File: src/rtl/pulse_timer.sv
// pulse_timer: programmable delayed pulse-train generator with abort and completion strobe
module pulse_timer #(
    parameter int WIDTH = 16
) (
    input  logic             clk,
    input  logic             reset,
    input  logic             start,
    input  logic             abort,
    input  logic [WIDTH-1:0] delay,
    input  logic [WIDTH-1:0] width,
    input  logic [WIDTH-1:0] period,
    input  logic [WIDTH-1:0] n_pulses,
    output logic             pulse,
    output logic             busy,
    output logic             done,
    output logic [WIDTH-1:0] pulse_num
);
    typedef enum logic [1:0] {IDLE, DELAY, HIGH, LOW} state_t;
    state_t           state_q, state_d;
    logic             launch_q, launch_d;
    logic             pulse_q, busy_q, done_q, done_d;
    logic [WIDTH-1:0] cnt_q, cnt_d, num_q, num_d;
    logic [WIDTH-1:0] dly_q, dly_d, w_q, w_d, lo_q, lo_d, n_q, n_d;
    logic [WIDTH-1:0] w_eff, p_eff;
    logic             last;
    assign w_eff = (width == '0) ? WIDTH'(1) : ((&width) ? width - WIDTH'(1) : width);
    assign p_eff = (period > w_eff) ? period : w_eff + WIDTH'(1);
    assign last  = (n_q != '0) && (num_q + WIDTH'(1) == n_q);
    assign pulse     = pulse_q;
    assign busy      = busy_q;
    assign done      = done_q;
    assign pulse_num = num_q;
    // Next state: launch_q marks the acceptance cycle (busy, still IDLE) before DELAY/HIGH
    always_comb begin
        state_d  = state_q;
        cnt_d    = cnt_q;
        launch_d = 1'b0;
        done_d   = 1'b0;
        num_d    = num_q;
        dly_d    = dly_q;
        w_d      = w_q;
        lo_d     = lo_q;
        n_d      = n_q;
        if (abort && (launch_q || state_q != IDLE)) begin
            state_d = IDLE;
        end else begin
            case (state_q)
                IDLE: begin
                    if (launch_q) begin
                        state_d = (dly_q == '0) ? HIGH : DELAY;
                        cnt_d   = (dly_q == '0) ? w_q : dly_q;
                    end else if (start && !abort) begin
                        launch_d = 1'b1;
                        dly_d    = delay;
                        w_d      = w_eff;
                        lo_d     = p_eff - w_eff;
                        n_d      = n_pulses;
                        num_d    = '0;
                    end
                end
                DELAY: begin
                    state_d = (cnt_q == WIDTH'(1)) ? HIGH : DELAY;
                    cnt_d   = (cnt_q == WIDTH'(1)) ? w_q : cnt_q - WIDTH'(1);
                end
                HIGH: begin
                    if (cnt_q == WIDTH'(1)) begin
                        num_d   = num_q + WIDTH'(1);
                        state_d = last ? IDLE : LOW;
                        done_d  = last;
                        cnt_d   = lo_q;
                    end else begin
                        cnt_d = cnt_q - WIDTH'(1);
                    end
                end
                LOW: begin
                    state_d = (cnt_q == WIDTH'(1)) ? HIGH : LOW;
                    cnt_d   = (cnt_q == WIDTH'(1)) ? w_q : cnt_q - WIDTH'(1);
                end
                default: state_d = IDLE;
            endcase
        end
    end
    // State and registered outputs, all derived from next-state values
    always_ff @(posedge clk) begin
        if (reset) begin
            state_q  <= IDLE;
            launch_q <= 1'b0;
            cnt_q    <= '0;
            num_q    <= '0;
            dly_q    <= '0;
            w_q      <= '0;
            lo_q     <= '0;
            n_q      <= '0;
            pulse_q  <= 1'b0;
            busy_q   <= 1'b0;
            done_q   <= 1'b0;
        end else begin
            state_q  <= state_d;
            launch_q <= launch_d;
            cnt_q    <= cnt_d;
            num_q    <= num_d;
            dly_q    <= dly_d;
            w_q      <= w_d;
            lo_q     <= lo_d;
            n_q      <= n_d;
            pulse_q  <= state_d == HIGH;
            busy_q   <= launch_d || state_d != IDLE;
            done_q   <= done_d;
        end
    end
endmodule

File: config.mk
export PLATFORM = sky130hd
export DESIGN_NAME = pulse_timer
export DESIGN_NICKNAME = d
export VERILOG_FILES = /design/src/rtl/pulse_timer.sv
export SDC_FILE = /design/constraint.sdc
export NUM_CORES = 1
export LEC_CHECK = 0
export CORE_UTILIZATION = 55
export CTS_CLUSTER_DIAMETER = 30
export CTS_CLUSTER_SIZE = 16
export DETAILED_ROUTE_END_ITERATION = 16
export PLACE_DENSITY = 0.87
export SYNTH_ARGS = -nofsm -noshare
export SYNTH_HDL_FRONTEND = slang
export SYNTH_SLANG_ARGS = --single-unit
File: constraint.sdc
create_clock -name clk -period 8.8 [get_ports clk]
set_input_delay 2.2 -clock clk [delete_from_list [all_inputs] [get_ports clk]]
set_output_delay 2.2 -clock clk [all_outputs]
set_load 0.02 [all_outputs]
==> impl_table.tex, run 1 <==
\begin{tabular}{lr}
\hline
Metric & Value \\
\hline
\multicolumn{2}{l}{\textbf{Placed design}} \\
DP Wirelength & 13,800 um \\
IO Port Bufs & 86 \\
Placed cell count & $\sim$1,100 \\
Dpl ws & 1110 ps \\
Routability-driven placement congestion ratio & 0.927 \\
\multicolumn{2}{l}{\textbf{Drt}} \\
Routed wire length & approximately 19,000 um \\
Pre-Repair DR Iteration Count & 5 \\
Post-detailed-route count of antenna-violating nets & 0 \\
1st-iter DRT viols & 778 \\
Vias/cell & 6.18 \\
\# DRC & 0 \\
Detailed-route via count & 6,893 \\
Final routed wire length divided by cell count & 16.8 um \\
\multicolumn{2}{l}{\textbf{GRT}} \\
Via count of the first global-routing pass & around 6,300 \\
Global-route wire length before repair & around 30,000 um \\
Initial antenna violation count & 0 \\
Remaining global-route overflow & 0 \\
Global-route usage over all layers & 30.0\% \\
Pin count of the biggest net entering global routing & slightly above 100 \\
\multicolumn{2}{l}{\textbf{Yosys}} \\
Flop and latch count out of synthesis & 102 \\
Most instantiated library cell after synthesis & sky130\_fd\_sc\_hd\_\_nand2\_1 \\
Top FF cell, synth & sky130\_fd\_sc\_hd\_\_dfxtp\_1 \\
Post-synth top cells & 150 x sky130\_fd\_sc\_hd\_\_nand2\_1, 116 x sky130\_fd\_sc\_hd\_\_a21oi\_1, 102 x sky130\_fd\_sc\_hd\_\_dfxtp\_1 \\
Number of enable flip-flop cells after synthesis & 0 \\
Top cells by area, synth & sky130\_fd\_sc\_hd\_\_dfxtp\_1 30\%, sky130\_fd\_sc\_hd\_\_a21oi\_1 8.6\%, sky130\_fd\_sc\_hd\_\_nand2\_1 8.3\%, sky130\_fd\_sc\_hd\_\_ha\_1 7.0\%, sky130\_fd\_sc\_hd\_\_xnor2\_1 6.2\% \\
Post-Synthesis Net Count & between 1,000 and 1,500 \\
Number of warning messages in the yosys log & 0 \\
Summed instance area of the synthesized netlist & around 0.0068 mm\^{}2 \\
Biggest area consumer among synthesized cells & sky130\_fd\_sc\_hd\_\_dfxtp\_1 \\
Gate Count Post-Synth & 909 \\
Area share of the largest cell type after synthesis & 30.2\% \\
Syn avg cell area & 7.45 um\^{}2 \\
Async set or reset register ratio after synthesis & 0\% \\
Sequential element share of the synthesized area & 30.2\% \\
Number of distinct standard cells referenced by the synthesized netlist & 69 \\
\multicolumn{2}{l}{\textbf{Floorplanning}} \\
Overall die area & 0.0128 mm\^{}2 \\
Starting Density & 56.4\% \\
Placeable core region & 0.0120 mm\^{}2 \\
Std-Cell Rows & 40 \\
Floorplan die height & 113 um \\
Chip Width & 113 um \\
Io pins & 87 \\
\multicolumn{2}{l}{\textbf{Final layout}} \\
Diodes inserted & 0 \\
Growth of design area from synthesis to finish & 17.9\% \\
Post-route non-filler standard cell count & 1,115 \\
Share of final-layout standard cells stronger than drive strength 1 & 4.44\% \\
Count of filler cells inserted in the layout & 1,039 \\
Post-layout net count & 1,070 \\
\multicolumn{2}{l}{\textbf{Clock network}} \\
Cell chosen for the clock root & sky130\_fd\_sc\_hd\_\_clkbuf\_16 \\
CTS Sinks & between 100 and 150 \\
Clk Latency, worst-skew pair & about 350 ps \\
Inserted Clock Buffers & 9 \\
Hold buffer count at cts & 0 \\
Buffers inserted by post-CTS timing repair & 0 \\
Post-cts gate resize count & 0 \\
Htree depth & 3 \\
Register clock-pin slew on the reported worst setup and hold paths & 70 ps \\
TritonCTS clock tree & done \\
Buffer levels on the longest clock path & 2 \\
\multicolumn{2}{l}{\textbf{STA}} \\
Setup Skew & roughly 7.5 ps \\
Final number of hold-violating endpoints & 0 \\
Post-route clock period utilization & 84.6\% \\
Timing-limited maximum frequency & 0.134 GHz \\
Finish-stage setup viols & 0 \\
Final setup TNS & 0 ps \\
Worst slew slack as a fraction of its limit & 28.7\% \\
Final critical delay including setup and external delays & 7440 ps \\
Final Hold Slack & about 460 ps \\
Slew at the pin closest to its max-slew limit & 1070 ps \\
Slew Viols, Final & 0 \\
RSZ-0062 raised after global routing & no \\
Slack of the critical path & around 1400 ps \\
\multicolumn{2}{l}{\textbf{Min path}} \\
Min-Delay Path Class & reg2reg \\
\multicolumn{2}{l}{\textbf{Pwr}} \\
Power density normalized to cell area & 161 mW/mm\^{}2 \\
Leakage & between 2 and 3 nW \\
Total chip power & roughly 1.3 mW \\
Maximum vdd ir drop & between 0.1 and 0.15 mV \\
\multicolumn{2}{l}{\textbf{Worst setup path}} \\
Worst setup EP type & register \\
Worst setup slack for register-to-register paths & a little under 6000 ps \\
Data required time at the worst endpoint & 9040 ps \\
Top fanout value on the critical path & 24 \\
Arrival time reported for the critical path endpoint & between 7000 and 8000 ps \\
Element type at the critical path start & primary input \\
Critical path start-end classification & in2reg \\
\multicolumn{2}{l}{\textbf{Run status}} \\
Run status & completed \\
\multicolumn{2}{l}{\textbf{Run}} \\
Max-capacitance violation count & 0 \\
\hline
\end{tabular}
## final timing paths
path                         start                endpoint  depth (start not counted)
min           lo_q[7]$_SDFFE_PP0P_    lo_q[7]$_SDFFE_PP0P_                          2
max                       width[5]   lo_q[14]$_SDFFE_PP0P_                         20
min reg2reg   lo_q[7]$_SDFFE_PP0P_    lo_q[7]$_SDFFE_PP0P_                          2
max reg2reg  cnt_q[2]$_SDFFE_PP0P_  cnt_q[15]$_SDFFE_PP0P_                          7
## worst max-delay path, stage by stage
cell and delay [ps]:
sky130_fd_sc_hd__clkdlybuf4s50_1 600, sky130_fd_sc_hd__nand4_1 310, sky130_fd_sc_hd__nor4_1 580, sky130_fd_sc_hd__mux2i_1 390, sky130_fd_sc_hd__and2_1 300, sky130_fd_sc_hd__inv_1 100, sky130_fd_sc_hd__ha_1 300, sky130_fd_sc_hd__nand2b_1 60
sky130_fd_sc_hd__a21oi_1 130, sky130_fd_sc_hd__o32ai_1 100, sky130_fd_sc_hd__a21oi_2 270, sky130_fd_sc_hd__buf_4 300, sky130_fd_sc_hd__mux2_2 370, sky130_fd_sc_hd__ha_1 360, sky130_fd_sc_hd__a21oi_1 120, sky130_fd_sc_hd__a211oi_1 310
sky130_fd_sc_hd__nor3_1 150, sky130_fd_sc_hd__o31ai_1 320, sky130_fd_sc_hd__nor4b_1 90, sky130_fd_sc_hd__a211o_1 300
## routing by layer
metal  track usage, %  share of wire [%]  vias up
li1                 -                  -     3367
met1             42.2                 46     3159
met2             46.6                 44      323
met3             5.30                7.8       44
met4             10.0                2.4        0
met5                0                  0        -
## cell families after synthesis
group	count (synthesis)	share of synthesized area (%)
and+or+nand+nor	372	27.0
AOI/OAI and AO/OA	249	22.0
DFF	102	30.2
buffers and inverters	81	4.82
xor gates and xnor gates	60	7.76
adders and majority gates	39	7.32
muxes	6	0.942
## per-stage QoR
| stage | utilization [%] | cell area (um^2) |
|---|---|---|
| after floorplan | - | 6770 |
| after global placement | 63.7 | 7660 |
| after detailed placement | 63.7 | 7660 |
| after CTS | 66.5 | 7990 |
| after global routing | 66.5 | 7990 |
| final | 66.5 | 7990 |
## registers in the layout, indices dropped and copies added (netlist names)
| signal | cells |
|---|---|
| busy | 1 |
| cnt_q | 16 |
| dly_q | 16 |
| done | 1 |
| launch_q | 1 |
| lo_q | 16 |
| n_q | 16 |
| pulse | 1 |
| pulse_num | 16 |
| state_q | 2 |
| w_q | 16 |
## cell usage in the layout (no fill, tap or decap), drive strengths merged, types with 4 or more instances in the layout
| cell type | count |
|---|---|
| nand2 | 151 |
| a21oi | 116 |
| dfxtp | 102 |
| clkdlybuf4s50 | 85 |
| nor2 | 63 |
| o21ai | 55 |
| xnor2 | 48 |
| ha | 38 |
| inv | 35 |
| nor3 | 30 |
| nor4 | 22 |
| nand3 | 22 |
| nand4 | 22 |
| a211oi | 15 |
| o21a | 15 |
| xor2 | 12 |
| or3 | 12 |
| nand3b | 10 |
| clkbuf | 10 |
| o22ai | 8 |
| and4 | 7 |
| and2 | 6 |
| nand2b | 6 |
| o31ai | 6 |
| buf | 6 |
| and3 | 5 |
| or4 | 5 |
| nor2b | 4 |
| o2111ai | 4 |
| a221oi | 4 |
## cell type report
type,instances,area (um^2),share of cell area (%)
sequential,102,2040,25.6
inverter,33,124,1.55
clock buffer,10,239,2.99
multi-input combinational,726,4410,55.3
clock inverter,6,90.1,1.13
tap,147,184,2.30
timing repair buffer,91,893,11.2
## report_power, final
group	switching (mW)	internal (mW)	total, mW
combinational	0.193	0.147	0.340
sequential	0.0248	0.487	0.511
clock	0.176	0.258	0.435
Power figures use the tool's default switching activity.
==> run 2, diff against run 1 <==
Clock period 8.8 ns to 7.7 ns, I/O delays scaled along.
==> run 2 against run 1 <==
  * Utilization shrank 0.15 points
  * Largest power group unchanged
  * Clock-buffer cell count fell by 1
  * Power rose by 10%
  * Clock power is 1% higher
  * Routed wire length rose by 2.4%
==> impl_table.tex, run 2 (synthesis gave the netlist of run 1 again) <==
\begin{tabular}{lr}
\hline
Metric & Value \\
\hline
\multicolumn{2}{l}{\textbf{Run status}} \\
Run status & completed \\
\multicolumn{2}{l}{\textbf{Worst setup path}} \\
Max incr delay on CP & 610 ps \\
Critical path start-end classification & in2reg \\
Data required time at the worst endpoint & 7950 ps \\
Ordered cell list for the critical path & clkdlybuf4s50\_1, nand3\_1, nor4\_1, mux2i\_1, and2\_1, inv\_1, ha\_1, nand2b\_1, a21oi\_1, o32ai\_1, a21oi\_2, buf\_4, mux2\_2, ha\_1, a21oi\_1, a211oi\_1, nor3\_1, o31ai\_1, nor4b\_1, a211o\_1 \\
Worst Path Buf+Inv & 3 \\
Worst setup EP type & register \\
Category of cells accounting for the largest share of critical-path delay & compound AO/OA/AOI/OAI gates \\
Element type at the critical path start & primary input \\
Top fanout value on the critical path & 26 \\
Cell with the largest stage delay on the worst path & sky130\_fd\_sc\_hd\_\_clkdlybuf4s50\_1 \\
Arrival time reported for the critical path endpoint & 7360 ps \\
\multicolumn{2}{l}{\textbf{STA}} \\
Worst slew slack as a fraction of its limit & 28.3\% \\
Setup Skew & 7.38 ps \\
Final number of hold-violating endpoints & 0 \\
Timing-limited maximum frequency & 0.141 GHz \\
Slack of the critical path & 594 ps \\
RSZ-0062 raised after global routing & no \\
Slew at the pin closest to its max-slew limit & 1080 ps \\
Final Hold Slack & 464 ps \\
Slew Viols, Final & 0 \\
Final critical delay including setup and external delays & 7110 ps \\
Post-route clock period utilization & 92.3\% \\
Final setup TNS & 0 ps \\
Finish-stage setup viols & 0 \\
\multicolumn{2}{l}{\textbf{Drt}} \\
Detailed-route via count & 6,996 \\
Final routed wire length divided by cell count & 17.1 um \\
Pre-Repair DR Iteration Count & 6 \\
1st-iter DRT viols & 755 \\
Post-detailed-route count of antenna-violating nets & 0 \\
Vias/cell & 6.25 \\
\# DRC & 0 \\
Routed wire length & $\sim$19,000 um \\
\multicolumn{2}{l}{\textbf{Floorplanning}} \\
Placeable core region & 0.0120 mm\^{}2 \\
Chip Width & 113 um \\
Floorplan die height & 113 um \\
Starting Density & 56.4\% \\
Io pins & 87 \\
Std-Cell Rows & 40 \\
Overall die area & 0.0128 mm\^{}2 \\
\multicolumn{2}{l}{\textbf{Clock network}} \\
Hold buffer count at cts & 0 \\
Inserted Clock Buffers & 9 \\
Htree depth & 3 \\
Post-cts gate resize count & 0 \\
Register clock-pin slew on the reported worst setup and hold paths & about 70 ps \\
Buffer levels on the longest clock path & 2 \\
Buffers inserted by post-CTS timing repair & 0 \\
Cell chosen for the clock root & sky130\_fd\_sc\_hd\_\_clkbuf\_16 \\
CTS Sinks & 102 \\
TritonCTS clock tree & done \\
Clk Latency, worst-skew pair & 360 ps \\
\multicolumn{2}{l}{\textbf{Placed design}} \\
Routability-driven placement congestion ratio & 0.915 \\
Dpl ws & about 300 ps \\
Placed cell count & 1,103 \\
IO Port Bufs & 86 \\
DP Wirelength & 14,200 um \\
Placed instance area & 0.00769 mm\^{}2 \\
\multicolumn{2}{l}{\textbf{Final layout}} \\
Area of all placed cells without fillers & 0.00797 mm\^{}2 \\
Post-layout net count & $\sim$1,100 \\
Commonest cells after routing, fill and taps aside & 150 x sky130\_fd\_sc\_hd\_\_nand2\_1, 115 x sky130\_fd\_sc\_hd\_\_a21oi\_1, 102 x sky130\_fd\_sc\_hd\_\_dfxtp\_1 \\
Growth of design area from synthesis to finish & 17.7\% \\
Share of final-layout standard cells stronger than drive strength 1 & under 10\% \\
Diodes inserted & 0 \\
Most common cell after layout, fill and taps aside & sky130\_fd\_sc\_hd\_\_nand2\_1 \\
Post-route non-filler standard cell count & 1,119 \\
Final cell utilization of the core & 66.3\% \\
\multicolumn{2}{l}{\textbf{Pwr}} \\
Leakage & 2.93 nW \\
Total chip power & 1.42 mW \\
Maximum vdd ir drop & 0.116 mV \\
Power density normalized to cell area & about 180 mW/mm\^{}2 \\
\multicolumn{2}{l}{\textbf{GRT}} \\
Global-route usage over all layers & 30.8\% \\
Via count of the first global-routing pass & 6,293 \\
Pin count of the biggest net entering global routing & 63 \\
Remaining global-route overflow & 0 \\
Initial antenna violation count & 0 \\
Global-route wire length before repair & roughly 31,000 um \\
\multicolumn{2}{l}{\textbf{Min path}} \\
Min-Delay Path Class & reg2reg \\
\multicolumn{2}{l}{\textbf{Run}} \\
Max-capacitance violation count & 0 \\
\hline
\end{tabular}
[run 2: worst paths after layout]
kind / start / end / slack (ps) / cells past startpoint
max: width[7] / lo_q[14]$_SDFFE_PP0P_ / 590 / 20
max reg2reg: cnt_q[2]$_SDFFE_PP0P_ / cnt_q[12]$_SDFFE_PP0P_ / 4650 / 7
min: lo_q[2]$_SDFFE_PP0P_ / lo_q[2]$_SDFFE_PP0P_ / 460 / 2
min reg2reg: lo_q[2]$_SDFFE_PP0P_ / lo_q[2]$_SDFFE_PP0P_ / 460 / 2
[run 2: power by group]
part	leakage (nW)	switching (mW)	internal (mW)
Clock	0.130	0.217	0.223
Combinational	1.96	0.224	0.171
Sequential	0.830	0.0289	0.556
Total	2.93	0.470	0.950
[run 2: worst reg2reg max path: cells and delay by family (launching register included)]
family | cells | cell delay (ps)
flops | 1 | 370
compound gates | 3 | 600
simple gates | 4 | 1990
[run 2: layer usage]
metal | track usage (%) | share of wire [%] | up-vias
li1 | - | - | 3367
met1 | 44.0 | 45 | 3244
met2 | 47.4 | 45 | 345
met3 | 4.50 | 8.1 | 40
met4 | 10.6 | 2.3 | 0
met5 | 0 | 0 | -
[run 2: area by class of cell]
type                            count  area [um^2]
Clock buffer                        9          225
Clock inverter                      7         56.3
Tap cell                          147          184
Multi-Input combinational cell    726         4410
Sequential cell                   102         2040
Fill cell                        1034         4040
Timing Repair Buffer               95          923
Inverter                           33          124
